<file path="src/rtl/msk_rnd_gen.sv">
`default_nettype none
// ============================================================================
// Module      : msk_rnd_gen
// Description : Seeded 32-bit LFSR supplying fresh randomness to masked gadgets
//               with seed handshake, warm-up discard and valid/ready output.
// Revision    : 1.0 - initial release
// ============================================================================
module msk_rnd_gen #(
    parameter int d    = 2,
    parameter int NRND = 2,
    parameter int WARM = 64
) (
    input  logic            clk,
    input  logic            rst,
    input  logic [31:0]     seed_i,
    input  logic            seed_valid_i,
    output logic            seed_ready_o,
    output logic [NRND-1:0] rnd_o,
    output logic            rnd_valid_o,
    input  logic            rnd_ready_i
);

    typedef enum logic [1:0] {
        IDLE   = 2'd0,
        WARMUP = 2'd1,
        RUN    = 2'd2
    } state_e;

    localparam logic [7:0] WARM_LOAD = (WARM > 0) ? 8'(WARM - 1) : 8'd0;
    localparam bit         CFG_OK    = (NRND >= 1) && (NRND <= 32) &&
                                       (WARM >= 0) && (WARM <= 255) && (d >= 1);

    generate
        if (!CFG_OK) begin : g_bad_cfg
            $error("msk_rnd_gen: parameter out of legal range");
        end
    endgenerate

    state_e      state_q, state_d;
    logic [31:0] lfsr_q, lfsr_d;
    logic [7:0]  cnt_q, cnt_d;
    logic        seed_hs;

    function automatic logic [31:0] advance(input logic [31:0] s);
        logic [31:0] t;
        t = s;
        for (int i = 0; i < NRND; i++) begin
            t = {t[30:0], t[31] ^ t[21] ^ t[1] ^ t[0]};
        end
        return t;
    endfunction

    assign seed_ready_o = (state_q != WARMUP);
    assign seed_hs      = seed_valid_i && seed_ready_o;
    assign rnd_valid_o  = (state_q == RUN);
    assign rnd_o        = lfsr_q[NRND-1:0];

    // A seed load always takes priority over a coincident consume in RUN.
    always_comb begin
        state_d = state_q;
        lfsr_d  = lfsr_q;
        cnt_d   = cnt_q;
        if (seed_hs) begin
            lfsr_d  = (seed_i == 32'd0) ? 32'h0000_0001 : seed_i;
            cnt_d   = WARM_LOAD;
            state_d = (WARM > 0) ? WARMUP : RUN;
        end else begin
            case (state_q)
                WARMUP: begin
                    lfsr_d = advance(lfsr_q);
                    if (cnt_q == 8'd0) begin
                        state_d = RUN;
                    end else begin
                        cnt_d = cnt_q - 8'd1;
                    end
                end
                RUN: begin
                    if (rnd_ready_i) begin
                        lfsr_d = advance(lfsr_q);
                    end
                end
                default: begin
                    state_d = state_q;
                end
            endcase
        end
    end

    always_ff @(posedge clk or posedge rst) begin
        if (rst) begin
            state_q <= IDLE;
            lfsr_q  <= 32'd0;
            cnt_q   <= 8'd0;
        end else begin
            state_q <= state_d;
            lfsr_q  <= lfsr_d;
            cnt_q   <= cnt_d;
        end
    end

endmodule
`default_nettype wire

</file>
<file path="config.mk">
export PLATFORM = sky130hd
export DESIGN_NAME = msk_rnd_gen
export DESIGN_NICKNAME = d
export VERILOG_FILES = /design/src/rtl/msk_rnd_gen.sv
export SDC_FILE = /design/constraint.sdc
export NUM_CORES = 1
export LEC_CHECK = 0
export BUFFER_PORTS_ARGS = -buffer_cell sky130_fd_sc_hd__buf_2
export CORE_MARGIN = 1
export CORE_UTILIZATION = 59
export CTS_CLUSTER_DIAMETER = 200
export DETAILED_ROUTE_END_ITERATION = 7
export GPL_ROUTABILITY_DRIVEN = 0
export GPL_TIMING_DRIVEN = 0
export PLACE_DENSITY = 0.89
export SLEW_MARGIN = 20
export SYNTH_ARGS = -nofsm -noshare
export SYNTH_HDL_FRONTEND = slang
export SYNTH_SLANG_ARGS = --single-unit
</file>
<file path="constraint.sdc">
create_clock -name clk -period 3.1 [get_ports clk]
set_input_delay 0.31 -clock clk [delete_from_list [all_inputs] [get_ports clk]]
set_output_delay 0.31 -clock clk [all_outputs]
set_load 0.01 [all_outputs]
</file>
# == Word-level counts from Yosys, hierarchy flattened ==
# Index checks and enable logic that the tools add are counted.
# totals
register_bits,42
in_bits,36
word_cells,34
# op_classes
addsub,1
eq_ne,5
mux,10
n_bitwise,6
reduce_logical,9
# op_table
cell,n
two-way mux 32 bit,3
case mux 32 bit (2 select lines),1
logical NOT 32 bit,1
two-way mux 8 bit,3
logical NOT 8 bit,1
"subtractor 8 x 1 -> 8 bit, second input constant",1
two-way mux 2 bit,3
AND reduction 2 bit,3
XOR 1 bit,6
nonzero test 2 bit,2
"!= test 3 x 1 -> 1 bit, second input constant",1
nonzero test 3 bit,1
"== test 2 x 1 -> 1 bit, second input constant",1
"== test 2 bit, second input constant",1
"!= test 2 x 1 -> 1 bit, second input constant",1
"!= test 2 bit, second input constant",1
logical AND 1 bit,1

# == Depth between registers and ports, before layout ==
# Gate-level depths: netlist of run 1.
# depth
word_depth,7
depth_mapped,7
mapped_depth_nobuf,6

# == Worst setup path before layout of run 1 ==
# Ideal clock, no wire load.
# synth_path
path_kind,flip-flop to flip-flop
startpoint,reg cnt_q[0]
endpoint,reg cnt_q[3]
setup_ps,123
t_arrival_ps,1515
required_ps,2977
setup_slack_ps,1462
stages_incl_launch_ff,7
n_path_buf,0
period_less_slack_ps,1638
cell_sequence,dfrtp_1 -> inv_1 -> ha_1 -> or4b_4 -> o311ai_2 -> xor2_1 -> nand2_1
# synth_via
elab_chain_cells,4
# synth_rtl
element,line,source
"start, declared",41,"logic [7:0] cnt_q, cnt_d;"
"start signal, assigned",97,cnt_q <= cnt_d;
subtractor 8 x 1 -> 8 bit,74,cnt_d = cnt_q - 8'd1;
two-way mux 8 bit,71,if (cnt_q == 8'd0) begin
two-way mux 8 bit,68,case (state_q)
two-way mux 8 bit,63,if (seed_hs) begin
# Parallel ways exist; a longest one is shown, timed or not. The select of a mux whose other input is x is not followed.
# A chain may end at the register's enable or synchronous reset.

# == Final worst setup path of run 1 ==
# Same ends and word-level chain as after synthesis.

==> impl_metrics.xml, run 1 <==
<?xml version="1.0" encoding="UTF-8"?>
<metrics>
  <group name="setup_path">
    <metric name="worstPathRequired" unit="ns">3.26</metric>
    <metric name="timing.critical_path.slowest_stage_cell" unit="">or4b_4</metric>
    <metric name="critPathArrivalTime" unit="ns">2.00</metric>
    <metric name="worstRegToRegCells" unit="">6</metric>
    <metric name="timing.critical_path.slowest_cell_delay" unit="ns">0.50</metric>
    <metric name="cp_cell_sequence" unit="">inv_1, ha_1, or4b_4, o311ai_2, xor2_1, nand2_1</metric>
    <metric name="worstSetupPathType" unit="">register to register</metric>
    <metric name="critPathMaxFanout" unit="">4</metric>
    <metric name="cp-end-kind" unit="">register</metric>
    <metric name="setup.worst_path.start_class" unit="">register</metric>
    <metric name="critical_path.reg2reg.startpoint" unit="">cnt_q[0]</metric>
    <metric name="cp-startpoint" unit="">cnt_q[0]</metric>
  </group>
  <group name="floorplanning">
    <metric name="fp.dieH" unit="µm">62.7</metric>
    <metric name="num_io_pins" unit="">40</metric>
    <metric name="design.core.area" unit="µm²">3440</metric>
    <metric name="design.die.area" unit="µm²">3930</metric>
    <metric name="rows" unit="">21</metric>
    <metric name="die_outline_width" unit="µm">62.7</metric>
    <metric name="initial_utilization" unit="">0.631</metric>
  </group>
  <group name="timing">
    <metric name="timing.setup.tns" unit="ns">0</metric>
    <metric name="worst_tran_pin_value" unit="ns">0.562</metric>
    <metric name="final_period_minus_worst_setup_slack" unit="ns">1.83</metric>
    <metric name="finalHoldViolCount" unit="">0</metric>
    <metric name="layout_worst_path_cycle_share" unit="">0.591</metric>
    <metric name="postLayoutSetupSlackWorst" unit="ns">1.27</metric>
    <metric name="rsz_0062_raised_after_global_routing" unit="">no</metric>
    <metric name="worst_clk_skew" unit="ns">0.00657</metric>
    <metric name="final_max_slew_viol_count" unit="">0</metric>
    <metric name="max_freq" unit="MHz">546</metric>
    <metric name="timing.max_slew.rel_slack" unit="">0.622</metric>
    <metric name="finalSetupViolCount" unit="">0</metric>
  </group>
  <group name="cells_and_area">
    <metric name="antenna-diode-count" unit="">0</metric>
    <metric name="final_layout_size_suffix_gt1_frac" unit="">0.249</metric>
    <metric name="postLayoutCellArea" unit="µm²">2540</metric>
    <metric name="layout.filler_cells" unit="">248</metric>
    <metric name="most_common_cell_after_layout_fill_and_taps_aside" unit="">buf_2</metric>
    <metric name="register_area" unit="µm²">1050</metric>
    <metric name="layout_common_cells" unit="">buf_2, dfrtp_1, nand2_1</metric>
    <metric name="combined_area_of_the_multi_input_logic_cells" unit="µm²">1020</metric>
    <metric name="area_growth" unit="%">17.0</metric>
    <metric name="layout.nets" unit="">301</metric>
  </group>
  <group name="clocking">
    <metric name="cts_max_level" unit="">2</metric>
    <metric name="cts_tree" unit="">built</metric>
    <metric name="clk_pin_slew" unit="ns">0.08</metric>
    <metric name="cts-root-to-sink-buffers" unit="">2</metric>
    <metric name="cts.sinks" unit="">42</metric>
    <metric name="clock_insertion_delay_worst_skew" unit="ns">0.29</metric>
    <metric name="number_of_post_cts_setup_repair_buffers" unit="">0</metric>
    <metric name="cts-buffers-inserted" unit="">5</metric>
    <metric name="clock-root-buffer" unit="">clkbuf_8</metric>
  </group>
  <group name="synth">
    <metric name="ys_warn_count" unit="">0</metric>
    <metric name="syn_avg_cell_area" unit="µm²">10.0</metric>
    <metric name="synth-async-reset-ratio" unit="">1.00</metric>
    <metric name="synth_area" unit="µm²">2170</metric>
    <metric name="synth_area_leader_cell" unit="">dfrtp_1</metric>
    <metric name="synth-edff-count" unit="">0</metric>
    <metric name="synthTopCellsByArea" unit="">dfrtp_1, mux2i_1, nand2_1</metric>
    <metric name="syn_inst" unit="">217</metric>
    <metric name="synth-seq-area-share" unit="">0.484</metric>
    <metric name="yosys_register_bits" unit="">42</metric>
    <metric name="netlist-cell-type-count" unit="">40</metric>
    <metric name="synth_top_area_share" unit="">0.484</metric>
    <metric name="postSynth.topFlopCell" unit="">dfrtp_1</metric>
    <metric name="syn-num-nets" unit="">254</metric>
  </group>
  <group name="route">
    <metric name="drt_first_iter_violations" unit="">124</metric>
    <metric name="routedWlPerCell" unit="µm">14.6</metric>
    <metric name="remaining_drc_errors" unit="">0</metric>
    <metric name="detail-route-antenna-nets" unit="">0</metric>
    <metric name="detail_route.vias_per_cell" unit="">5.71</metric>
    <metric name="firstDrtPassIters" unit="">4</metric>
    <metric name="dr_total_vias" unit="">1777</metric>
    <metric name="routed_wirelength" unit="mm">4.53</metric>
  </group>
  <group name="global_route">
    <metric name="antenna_violations_before_repair" unit="">0</metric>
    <metric name="grt_pass1_vias" unit="">1652</metric>
    <metric name="grt-ovfl-total" unit="">0</metric>
    <metric name="grt_first_pass_wirelength" unit="mm">7.66</metric>
    <metric name="grt_usage" unit="">0.251</metric>
    <metric name="grt_max_degree" unit="">36</metric>
  </group>
  <group name="power">
    <metric name="power_per_cell_area" unit="nW/µm²">865</metric>
    <metric name="p_total" unit="mW">2.20</metric>
    <metric name="cellLeakagePower" unit="nW">1.18</metric>
    <metric name="worst_ir_drop_vdd" unit="µV">665</metric>
  </group>
  <group name="placement">
    <metric name="detailedPlace.worstSlack" unit="ns">1.32</metric>
    <metric name="placement.cell_area" unit="µm²">2440</metric>
    <metric name="hpwl" unit="mm">3.41</metric>
    <metric name="buffer_ports.inserted" unit="">38</metric>
  </group>
  <group name="min_path">
    <metric name="hold_path_depth" unit="">3</metric>
    <metric name="timing.hold.worst.class" unit="">input port to register</metric>
    <metric name="min-delay-start" unit="">seed_i[20]</metric>
  </group>
  <group name="status">
    <metric name="outcome" unit="">completed</metric>
  </group>
  <group name="run">
    <metric name="number_of_maximum_capacitance_violations" unit="">0</metric>
  </group>
</metrics>
metrics by stage:
stage,cells,hold slack (ns),utilization
after floorplan,217,0.455,-
after global placement,301,0.469,0.703
after detailed placement,302,0.232,0.709
after CTS,311,0.286,0.739
after global routing,311,0.318,0.739
final,311,0.288,0.739
sequential cells by signal, indices dropped and copies added (netlist names):
signal	flops
lfsr_q	32
cnt_q	8
state_q	2
synthesized netlist by cell type (2+ instances only):
cell and n:
o21ai_1 27, nor3_1 2, buf_2 7, inv_1 5, nand3_1 4, dfrtp_1 42
a31oi_1 5, nand4_1 3, and2_1 2, mux2i_1 28, o21ai_0 3, nor4_1 8
xor2_1 4, nand2_1 38, buf_4 3, buf_6 2, xnor2_1 2, nor2_1 10
routing by layer:
metal / share of wire / global-route usage / vias up
met5: 0 / 0 / -
met4: 0.0080 / 0.0814 / 0
met3: 0.045 / 0.0420 / 4
met2: 0.47 / 0.370 / 53
met1: 0.47 / 0.377 / 861
li1: - / - / 859
cells by family after synthesis:
logic type / synth area share
and+or+nand+nor: 0.180
AOI/OAI and AO/OA: 0.119
DFF: 0.484
muxes: 0.129
buffers and inverters: 0.0489
xor gates and xnor gates: 0.0345
adders and majority gates: 0.00576
critical path, delay by kind of cell (launching register included):
family	cells	cell delay, ns
AND/OR/NAND/NOR	2	0.57
adder cells (fa/ha/maj)	1	0.19
AO/OA/AOI/OAI	1	0.28
XOR/XNOR	1	0.19
buffers and inverters	1	0.07
flip-flops	1	0.42
layout make-up:
cell class,instances,share of cell area
clock buffer,7,0.0340
sequential,42,0.413
timing repair buffer,40,0.0866
multi-input combinational,156,0.400
clock inverter,1,0.00197
buffer,13,0.0330
inverter,6,0.00886
tap,46,0.0226
timing repair:
item                       CTS  global route
hold endpoints to repair     7             0
setup endpoints to repair    0             0
hold buffers                 1             0
gates resized for setup      0             0
power by group:
part,internal (mW),switching [mW]
Clock,0.180,0.179
Combinational,0.429,0.390
Sequential,0.822,0.198
path summary, 6_finish.rpt:
check | endpoint | slack [ns]
hold / removal | lfsr_q[20] | 0.29
max in group asynchronous | cnt_q[7] | 2.19
min in group asynchronous | lfsr_q[19] | 0.47
hold reg to reg | lfsr_q[16] | 0.49
setup reg to reg | cnt_q[3] | 1.27
setup / recovery | cnt_q[3] | 1.27
Power figures use the tool's default switching activity.
==> run 2: changes to the inputs <==
Settings changed: CORE_UTILIZATION 59 to 55, PLACE_DENSITY 0.89 to 0.84.
Clock period 3.1 ns to 1.7 ns, I/O delays scaled along.
==> run 2 against run 1 <==
Compared with the run above: sequential cell count unchanged; critical path depth did not move; the flow now finishes with violations (negative setup slack); non-clock buffer count grew 7; first-iteration DRC count is 35% lower; clock power up 87%.
==> impl_metrics.xml, run 2 (same netlist as run 1, synthesis figures left out) <==
<?xml version="1.0" encoding="UTF-8"?>
<metrics>
  <group name="status">
    <metric name="outcome" unit="">finished with violations</metric>
    <metric name="violations" unit="">negative setup slack</metric>
  </group>
  <group name="setup_path">
    <metric name="cp_cell_sequence" unit="">inv_2, ha_4, or4b_4, o311ai_4, xor2_1, nand2_1</metric>
    <metric name="cp-end-kind" unit="">register</metric>
    <metric name="critPathArrivalTime" unit="ns">1.91</metric>
    <metric name="critPathMaxFanout" unit="">3</metric>
    <metric name="setup.worst_path.start_class" unit="">register</metric>
    <metric name="worstPathRequired" unit="ns">1.89</metric>
    <metric name="timing.critical_path.slowest_cell_delay" unit="ns">0.49</metric>
    <metric name="cp-startpoint" unit="">cnt_q[1]</metric>
    <metric name="worstSetupPathType" unit="">register to register</metric>
    <metric name="timing.critical_path.slowest_stage_cell" unit="">or4b_4</metric>
    <metric name="critical_path.reg2reg.startpoint" unit="">cnt_q[1]</metric>
  </group>
  <group name="placement">
    <metric name="buffer_ports.inserted" unit="">38</metric>
    <metric name="hpwl" unit="mm">3.52</metric>
    <metric name="placedCellCount" unit="">304</metric>
    <metric name="placement.cell_area" unit="µm²">2440</metric>
  </group>
  <group name="cells_and_area">
    <metric name="layout.nets" unit="">308</metric>
    <metric name="max_reg_flops" unit="">32</metric>
    <metric name="largest_registers" unit="">lfsr_q: 32 flops, cnt_q: 8 flops, state_q: 2 flops</metric>
    <metric name="final_layout_size_suffix_gt1_frac" unit="">0.279</metric>
    <metric name="antenna-diode-count" unit="">0</metric>
    <metric name="postLayoutCellArea" unit="µm²">2640</metric>
    <metric name="largest-register" unit="">lfsr_q</metric>
    <metric name="most_common_cell_after_layout_fill_and_taps_aside" unit="">buf_2</metric>
    <metric name="final-instance-count-excl-fill" unit="">320</metric>
    <metric name="area_growth" unit="%">21.2</metric>
    <metric name="layout_common_cells" unit="">buf_2, dfrtp_1, nand2_1</metric>
  </group>
  <group name="power">
    <metric name="total_internal_power" unit="mW">2.70</metric>
    <metric name="swShare" unit="">0.356</metric>
    <metric name="clkPwrFrac" unit="">0.160</metric>
    <metric name="p_switching" unit="mW">1.49</metric>
    <metric name="power_per_cell_area" unit="nW/µm²">1590</metric>
    <metric name="seq_power_share" unit="">0.451</metric>
    <metric name="worst_ir_drop_vdd" unit="µV">805</metric>
    <metric name="cellLeakagePower" unit="nW">1.23</metric>
    <metric name="p_total" unit="mW">4.19</metric>
    <metric name="pwr-share-comb" unit="">0.389</metric>
  </group>
  <group name="route">
    <metric name="routed_wirelength" unit="mm">4.90</metric>
    <metric name="firstDrtPassIters" unit="">4</metric>
    <metric name="detail-route-antenna-nets" unit="">0</metric>
    <metric name="dr_total_vias" unit="">1841</metric>
    <metric name="routedWlPerCell" unit="µm">15.3</metric>
    <metric name="drt_first_iter_violations" unit="">81</metric>
    <metric name="detail_route.vias_per_cell" unit="">5.75</metric>
    <metric name="remaining_drc_errors" unit="">0</metric>
  </group>
  <group name="min_path">
    <metric name="min-delay-start" unit="">seed_i[20]</metric>
    <metric name="timing.hold.worst.class" unit="">input port to register</metric>
  </group>
  <group name="clocking">
    <metric name="cts_max_level" unit="">2</metric>
    <metric name="cts-root-to-sink-buffers" unit="">2</metric>
    <metric name="cts.sinks" unit="">42</metric>
    <metric name="clock-root-buffer" unit="">clkbuf_8</metric>
    <metric name="cts-buffers-inserted" unit="">5</metric>
    <metric name="clk_pin_slew" unit="ns">0.08</metric>
    <metric name="clock_insertion_delay_worst_skew" unit="ns">0.30</metric>
    <metric name="cts_tree" unit="">built</metric>
  </group>
  <group name="floorplanning">
    <metric name="design.core.area" unit="µm²">3720</metric>
    <metric name="initial_utilization" unit="">0.585</metric>
    <metric name="die_outline_width" unit="µm">64.9</metric>
    <metric name="num_io_pins" unit="">40</metric>
    <metric name="design.die.area" unit="µm²">4210</metric>
    <metric name="fp.dieH" unit="µm">64.9</metric>
    <metric name="rows" unit="">22</metric>
  </group>
  <group name="timing">
    <metric name="rsz_0062_raised_after_global_routing" unit="">yes</metric>
    <metric name="final_max_slew_viol_count" unit="">0</metric>
    <metric name="worst_tran_pin_value" unit="ns">0.541</metric>
    <metric name="finalSetupViolCount" unit="">1</metric>
    <metric name="postLayoutSetupSlackWorst" unit="ns">-0.0213</metric>
    <metric name="finalHoldViolCount" unit="">0</metric>
    <metric name="worst_clk_skew" unit="ns">0.00827</metric>
    <metric name="layout_worst_path_cycle_share" unit="">1.01</metric>
    <metric name="timing.max_slew.rel_slack" unit="">0.637</metric>
    <metric name="final_period_minus_worst_setup_slack" unit="ns">1.72</metric>
    <metric name="max_freq" unit="MHz">581</metric>
  </group>
  <group name="global_route">
    <metric name="grt_first_pass_wirelength" unit="mm">8.10</metric>
    <metric name="grt_max_degree" unit="">28</metric>
    <metric name="grt_pass1_vias" unit="">1747</metric>
    <metric name="antenna_violations_before_repair" unit="">0</metric>
    <metric name="grt-ovfl-total" unit="">0</metric>
    <metric name="grt_usage" unit="">0.260</metric>
  </group>
  <group name="run">
    <metric name="number_of_maximum_capacitance_violations" unit="">0</metric>
  </group>
</metrics>
[run 2: area by class of cell]
class                           count  area (µm²)
Fill cell                         281        1080
Sequential cell                    42        1050
Multi-Input combinational cell    156        1050
Timing Repair Buffer               47         273
Buffer                             13        87.6
Clock buffer                        7        86.3
Tap cell                           48        60.1
Inverter                            6        22.5
Clock inverter                      1        5.00
[run 2: timing repair]
action	CTS	global route
setup buffers	2	5
pin swaps	1	3
hold buffers	1	0
endpoints found under the setup margin	1	37
hold endpoints to repair	15	0
resized for setup	1	6
[run 2: power groups by stage]
| stage | clock, mW | sequential, mW | combinational (mW) |
|---|---|---|---|
| finish | 0.668 | 1.89 | 1.63 |
| global route | 0.722 | 1.95 | 1.82 |
| CTS | 0.668 | 1.87 | 1.55 |
| detailed placement | 0 | 1.88 | 1.48 |
| global placement | 0 | 1.85 | 1.42 |
| floorplan | 0 | 1.78 | 1.20 |
[run 2: final timing paths]
path                               to  slack [ns]  cells past startpoint
max reg2reg                  cnt_q[3]       -0.02                      6
min reg2reg                 lfsr_q[4]        0.50                      2
max                          cnt_q[3]       -0.02                      6
max in group asynchronous  lfsr_q[21]        0.85                      4
min in group asynchronous   lfsr_q[9]        0.38                      3
min                        lfsr_q[20]        0.14                      3
[run 2: layer usage]
metal	part of all wire	global-route usage
met1	0.44	0.342
met2	0.47	0.406
met3	0.057	0.0493
met4	0.025	0.133
met5	0	0
[run 2: stage by stage]
step                       util  hold WS [ns]  TNS, ns  worst slack [ns]
after floorplan               -         0.318        0            0.0617
after global placement    0.652         0.440   -0.612           -0.0188
after detailed placement  0.658         0.160  -0.0475           -0.0475
after CTS                 0.692         0.133  -0.0344           -0.0344
after global routing      0.709         0.144   -0.228            -0.140
final                     0.709         0.138  -0.0213           -0.0213
[run 2: critical path, delay by kind of cell (launching register included)]
kind	cells	cell delay, ns
adder cells (fa/ha/maj)	1	0.13
AO/OA/AOI/OAI	1	0.24
buffers and inverters	1	0.08
AND/OR/NAND/NOR	2	0.56
XOR/XNOR	1	0.19
flip-flops	1	0.40
